`src/rtl/stopwatch_core.sv`:
```
// Stopwatch control FSM (STOP/RUN/CLEAR) with tick divider and
// hundredths/sec/min/hour counters wrapping at 23:59:59.99.
module stopwatch_core #(
    parameter int CLK_HZ  = 100_000_000,
    parameter int TICK_HZ = 100
) (
    input  logic       clk,
    input  logic       rst,
    input  logic       btn_run,
    input  logic       btn_clear,
    output logic [6:0] o_msec,
    output logic [5:0] o_sec,
    output logic [5:0] o_min,
    output logic [4:0] o_hour,
    output logic       o_running,
    output logic       o_tick
);

    localparam int DIV = CLK_HZ / TICK_HZ;
    localparam int DW  = (DIV > 2) ? $clog2(DIV) : 1;
    localparam logic [DW-1:0] DIV_MAX = DW'(DIV - 1);

    typedef enum logic [1:0] {
        ST_STOP  = 2'd0,
        ST_RUN   = 2'd1,
        ST_CLEAR = 2'd2
    } state_t;

    state_t r_state;
    state_t w_next;

    logic          r_run_q;
    logic          r_clr_q;
    logic          w_run_e;
    logic          w_clr_e;
    logic          w_tick;
    logic [DW-1:0] r_div;
    logic [6:0]    r_msec;
    logic [5:0]    r_sec;
    logic [5:0]    r_min;
    logic [4:0]    r_hour;

    assign w_run_e = btn_run & ~r_run_q;
    assign w_clr_e = btn_clear & ~r_clr_q;

    always_ff @(posedge clk or posedge rst) begin
        if (rst) begin
            r_run_q <= 1'b0;
            r_clr_q <= 1'b0;
        end else begin
            r_run_q <= btn_run;
            r_clr_q <= btn_clear;
        end
    end

    always_ff @(posedge clk or posedge rst) begin
        if (rst) begin
            r_state <= ST_STOP;
        end else begin
            r_state <= w_next;
        end
    end

    // Clear outranks run when both edges land in STOP.
    always_comb begin
        w_next = r_state;
        unique case (r_state)
            ST_STOP: begin
                if (w_clr_e) begin
                    w_next = ST_CLEAR;
                end else if (w_run_e) begin
                    w_next = ST_RUN;
                end
            end
            ST_RUN: begin
                if (w_run_e) begin
                    w_next = ST_STOP;
                end
            end
            ST_CLEAR: begin
                w_next = ST_STOP;
            end
            default: begin
                w_next = ST_STOP;
            end
        endcase
    end

    assign w_tick = (r_state == ST_RUN) && (r_div == DIV_MAX);

    // Counters are only written on tick/clear so STOP holds them.
    always_ff @(posedge clk or posedge rst) begin
        if (rst) begin
            r_div  <= '0;
            r_msec <= '0;
            r_sec  <= '0;
            r_min  <= '0;
            r_hour <= '0;
        end else if (r_state == ST_CLEAR) begin
            r_div  <= '0;
            r_msec <= '0;
            r_sec  <= '0;
            r_min  <= '0;
            r_hour <= '0;
        end else if (r_state == ST_RUN) begin
            if (w_tick) begin
                r_div <= '0;
                if (r_msec == 7'd99) begin
                    r_msec <= '0;
                    if (r_sec == 6'd59) begin
                        r_sec <= '0;
                        if (r_min == 6'd59) begin
                            r_min <= '0;
                            if (r_hour == 5'd23) begin
                                r_hour <= '0;
                            end else begin
                                r_hour <= r_hour + 5'd1;
                            end
                        end else begin
                            r_min <= r_min + 6'd1;
                        end
                    end else begin
                        r_sec <= r_sec + 6'd1;
                    end
                end else begin
                    r_msec <= r_msec + 7'd1;
                end
            end else begin
                r_div <= r_div + DW'(1);
            end
        end
    end

    assign o_msec    = r_msec;
    assign o_sec     = r_sec;
    assign o_min     = r_min;
    assign o_hour    = r_hour;
    assign o_running = (r_state == ST_RUN);
    assign o_tick    = w_tick;

endmodule

```
`config.mk`:
```
export PLATFORM = sky130hd
export DESIGN_NAME = stopwatch_core
export DESIGN_NICKNAME = d
export VERILOG_FILES = /design/src/rtl/stopwatch_core.sv
export SDC_FILE = /design/constraint.sdc
export NUM_CORES = 1
export LEC_CHECK = 0
export ABC_AREA = 1
export BUFFER_PORTS_ARGS = -buffer_cell sky130_fd_sc_hd__buf_4
export CORE_UTILIZATION = 53
export CTS_CLUSTER_DIAMETER = 30
export DETAILED_ROUTE_END_ITERATION = 8
export PLACE_DENSITY = 0.76
export SLEW_MARGIN = 30
export SYNTH_ARGS = -nofsm -noshare
export SYNTH_HDL_FRONTEND = slang
export SYNTH_SLANG_ARGS = --single-unit
```
`constraint.sdc`:
```
create_clock -name clk -period 1.7 [get_ports clk]
set_input_delay 0.255 -clock clk [delete_from_list [all_inputs] [get_ports clk]]
set_output_delay 0.255 -clock clk [all_outputs]
set_load 0.1 [all_outputs]
```
=== Word-level counts from Yosys, hierarchy flattened ===
Index checks and enable logic that the tools add are counted.

* Add/sub/neg operators: 5
* Equal/unequal tests: 9
* Mux-type cells: 29
* Bitwise gates (word level): 4
* Reduce and logical (&&, ||, !) cells: 12

{| class="wikitable"
|+ Operators by type and width
! operator !! count
|-
| $mux 6 || 11
|-
| $mux 20 || 3
|-
| $mux 5 || 7
|-
| $mux 7 || 4
|-
| $add 20x1->20 const B || 1
|-
| $eq 20x20->1 const B || 1
|-
| $add 6x1->6 const B || 2
|-
| $eq 6x6->1 const B || 2
|-
| $reduce_bool 2->1 || 5
|-
| $add 7x1->7 const B || 1
|-
| $eq 7x7->1 const B || 1
|-
| $mux 2 || 3
|-
| $add 5x1->5 const B || 1
|-
| $eq 5x5->1 const B || 1
|-
| $reduce_and 5->1 || 1
|-
| $pmux 2 s2 || 1
|-
| $reduce_and 2->1 || 2
|-
| $reduce_and 4->1 || 1
|-
| $ne 3x3->1 const B || 1
|-
| $reduce_and 3->1 || 1
|-
| $and 1x1->1 || 2
|-
| $eq 2x1->1 const B || 1
|-
| $eq 2x2->1 const B || 1
|-
| $logic_not 2->1 || 1
|-
| other kinds (3) || 4
|}

* Flip-flop bits (word level): 48
* Word-level logic and storage cells: 67

=== Longest topological paths before layout ===
* Depth after elaboration: 8
* Mapped depth: 10
* Gate-level depth less buffers: 10

=== Worst setup path after synthesis ===
No wires, ideal clock.

* Path kind: register -> output
* From: register r_state[1]
* To: output port o_tick
* Arrival time: 4.349 ns
* Setup slack: -2.904 ns
* Stages on the path, launching flop included: 5
* Path through: dfrtp_1 -> inv_1 -> ha_1 -> nand4_1 -> nor4_1

* Word-level cells in the longest chain between the ends: 2

{| class="wikitable"
|+ RTL lines
! what !! RTL line !! source
|-
| from (decl) || 29 || <nowiki>state_t r_state;</nowiki>
|-
| from (signal assigned) || 60 || <nowiki>r_state <= w_next;</nowiki>
|-
| $eq 2x1->1 || - ||
|-
| via o_running || 15 || <nowiki>output logic o_running,</nowiki>
|-
| $logic_and 1x1->1 || 89 || <nowiki>assign w_tick = (r_state == ST_RUN) && (r_div == DIV_MAX);</nowiki>
|-
| to (decl) || 16 || <nowiki>output logic o_tick</nowiki>
|}

The timed path passes the listed nets, and every way through them passes these cells.

=== Worst setup path in the final report ===
* From: register r_div[8]
* To: output port o_tick

* Word-level cells in the longest chain between the ends: 2

{| class="wikitable"
|+ RTL lines
! what !! RTL line !! source
|-
| from (decl) || 37 || <nowiki>logic [DW-1:0] r_div;</nowiki>
|-
| from (signal assigned) || 129 || <nowiki>r_div <= r_div + DW'(1);</nowiki>
|-
| $eq 20x20->1 || 89 ||
|-
| $logic_and 1x1->1 || 89 ||
|}

Every way passes these cells.

==> reports/results.txt <==
sequential-to-total area share from yosys stat: 0.426
hold slack: 0.0661 ns
Synth area leaders: dfrtp_1, nand2_1, nor2_1, nand3_1, inv_1
maximum resistive drop on vdd: 1.14 mV
H-tree depth: 2
routed via count: 2791
Worst Tran Pin Value: 0.292 ns
final-report hold violation count: 0
TritonCTS buffer count: 5
syn nets: 386
flops & latches, synth: 48
initial core utilization: 0.552
RSZ-0062 raised after global routing: true
synth unique cells: 35
Root Buffer: clkbuf_8
met3 wire length: 328 µm
highest clock rate: 530 MHz
hold crit path type: in2reg
cells along the critical path: inv_1, nand3_1, buf_4, nor4_4, buf_6
number of global-route vias before repair: 2419
Reg-to-Reg End: o_msec[3]$_DFFE_PP0P_
worst r2r src: r_state[0]$_DFFE_PP0P_
Final nets: 456
GR Overflow Total: 0
Buf/Inv on CP: 3
Clock Latency Late Sink: 0.31 ns
CTS tree: done
Final Worst Setup Slack: -0.188 ns
Syn. warnings: 0
placed cell areas: 3400 µm²
Tot Pwr: 4.41 mW
CP arrival: 1.63 ns
Routed Antenna Nets: 0
top sig layer: met4
initial antenna violation count: 0
final WL: 7740 µm
CTS Sinks: 48
Rows: 26
DIE HEIGHT: 74.9 µm
failing checks: setup timing
placeable core area: 5110 µm²
area grow syn2layout: 40.0%
final setup skew: 0.0128 ns
routability congestion estimate from global placement: 0.955
Worst setup EP type: output pin
Mean Syn Cell Area: 7.54 µm²
Final Setup Violations: 30
ANT cells: 0
Initial DRC Count: 138
Worst Reg-to-Reg Cells: 9
largest net degree at the start of global routing: 49
Worst Setup EP: o_tick
clock tree buffer depth: 2
PwrDens: 1120 nW/µm²
top-area cell type share of the netlist area: 0.426
outcome: finished, violations left
Worst-path clk slew: 0.09 ns
DRC viols: 0
share of layout cells above drive strength 1: 0.378
final core utilization: 0.773
first-pass GRT wire length: 11000 µm
Max stage delay on crit path: 0.40 ns
CP Launch Type: flop
R2R Setup Slk: -0.11 ns
Synth Cell Area: 2820 µm²
Cells after Synth: 374
PortBufs: 29
WP depth: 5
P_leak: 1.74 nW
drt via density: 5.42
# Max-Cap Violations: 0
all-layer global routing usage: 0.259
chip width: 74.9 µm
area leader, netlist: dfrtp_1
Pre-antenna DRT Iters: 5
final worst-path cycle share: 1.11
crit-path leading delay family: buffers and inverters
dpl hpwl: 4760 µm
Max Slew Vio Count: 0
Worst path slowest cell: dfrtp_1
worst-path maximum fanout: 2
WL met1: 3360 µm
HP Start: btn_run
CP required: 1.44 ns
Crit Path Category: reg2out
design area: 3950 µm²
dpl ws: -0.0330 ns
num ports: 30
Met2 Routed Length: 3890 µm
die area: 5610 µm²
minimum clock period: 1.89 ns
Slew headroom: 0.804
CP Launch Point: r_div[8]$_DFFE_PP0P_
WL/cell: 15.0 µm
[Yosys cell counts]
library cell    n
nand2_1       103
dfrtp_1        48
nor2_1         48
inv_1          36
nand3_1        33
nand4_1        11
nor3_1         11
o21ai_0        10
xor2_1         10
ha_1            8
nor2_2          7
o21ai_1         7
xnor2_1         7
nand2_2         4
nor3b_1         4
a21oi_1         3
buf_2           3
buf_4           2
clkinv_1        2
nor4_1          2
a211oi_1        1
a21oi_4         1
a31oi_1         1
and3_1          1
buf_6           1
clkbuf_1        1
clkbuf_8        1
inv_2           1
nand3_2         1
nand3b_1        1
nor2_4          1
nor3_2          1
o21bai_1        1
o31ai_1         1
or2_2           1
[power by group]
part | switching, mW | internal (mW)
Combinational | 1.42 | 0.840
Clock | 0.404 | 0.332
Sequential | 0.126 | 1.29
Total | 1.95 | 2.46
[layout make-up]
class | count | area, µm²
tap | 70 | 87.6
multi-input combinational | 279 | 1730
sequential | 48 | 1250
clock buffer | 7 | 86.3
clock inverter | 1 | 7.51
inverter | 39 | 153
timing repair buffer | 71 | 633
fill | 353 | 1160
[through the flow]
stage | std cells | setup TNS [ns]
2_1_floorplan | 374 | -1.55
3_3_place_gp | 488 | 0
3_5_place_dp | 488 | -0.0557
4_1_cts | 502 | -0.142
5_1_grt | 515 | -4.17
6_report | 515 | -1.88
[worst min path at each step]
stage / end / slack, ns / depth (start not counted)
finish: r_run_q$_DFF_PP0_ / 0.07 / 1
global route: r_run_q$_DFF_PP0_ / 0.06 / 1
CTS: r_run_q$_DFF_PP0_ / 0.07 / 1
detailed placement: o_sec[0]$_DFFE_PP0P_ / 0.33 / 3
global placement: o_sec[0]$_DFFE_PP0P_ / 0.33 / 3
floorplan: r_clr_q$_DFF_PP0_ / 0.29 / 0
[logic make-up after synthesis]
group	count (synthesis)	synth area share
compound gates	25	0.0515
flops	48	0.426
fa+ha+maj	8	0.0355
xor+xnor	17	0.0528
simple gates	229	0.361
buf+inv	47	0.0728
[flip-flops by register name, indices dropped and copies added (netlist names)]
register  count
r_div        20
o_msec        7
o_min         6
o_sec         6
o_hour        5
r_state       2
r_clr_q       1
r_run_q       1
[layout by cell type (no fill, tap or decap), types with 11 or more instances in the layout]
cell type,netlist,final
buf_4,2,59
dfrtp_1,48,24
dfrtp_2,0,18
inv_1,36,30
nand2_1,103,94
nand3_1,33,23
nand4_1,11,11
nor2_1,48,39
o21ai_1,7,11
[metal layers]
metal / vias up / global-route usage
li1: 1342 / -
met1: 1360 / 0.360
met2: 70 / 0.398
met3: 19 / 0.0428
met4: 0 / 0.117
met5: - / 0
[what timing repair did]
item,4_1_cts,5_1_grt
hold buffers,1,0
hold endpoints to repair,15,0
buffers inserted,5,12
setup endpoints to repair,20,43
pin swaps,3,26
cloned,0,1
resized for setup,8,60
No activity file was read; power rests on OpenSTA's default activity.
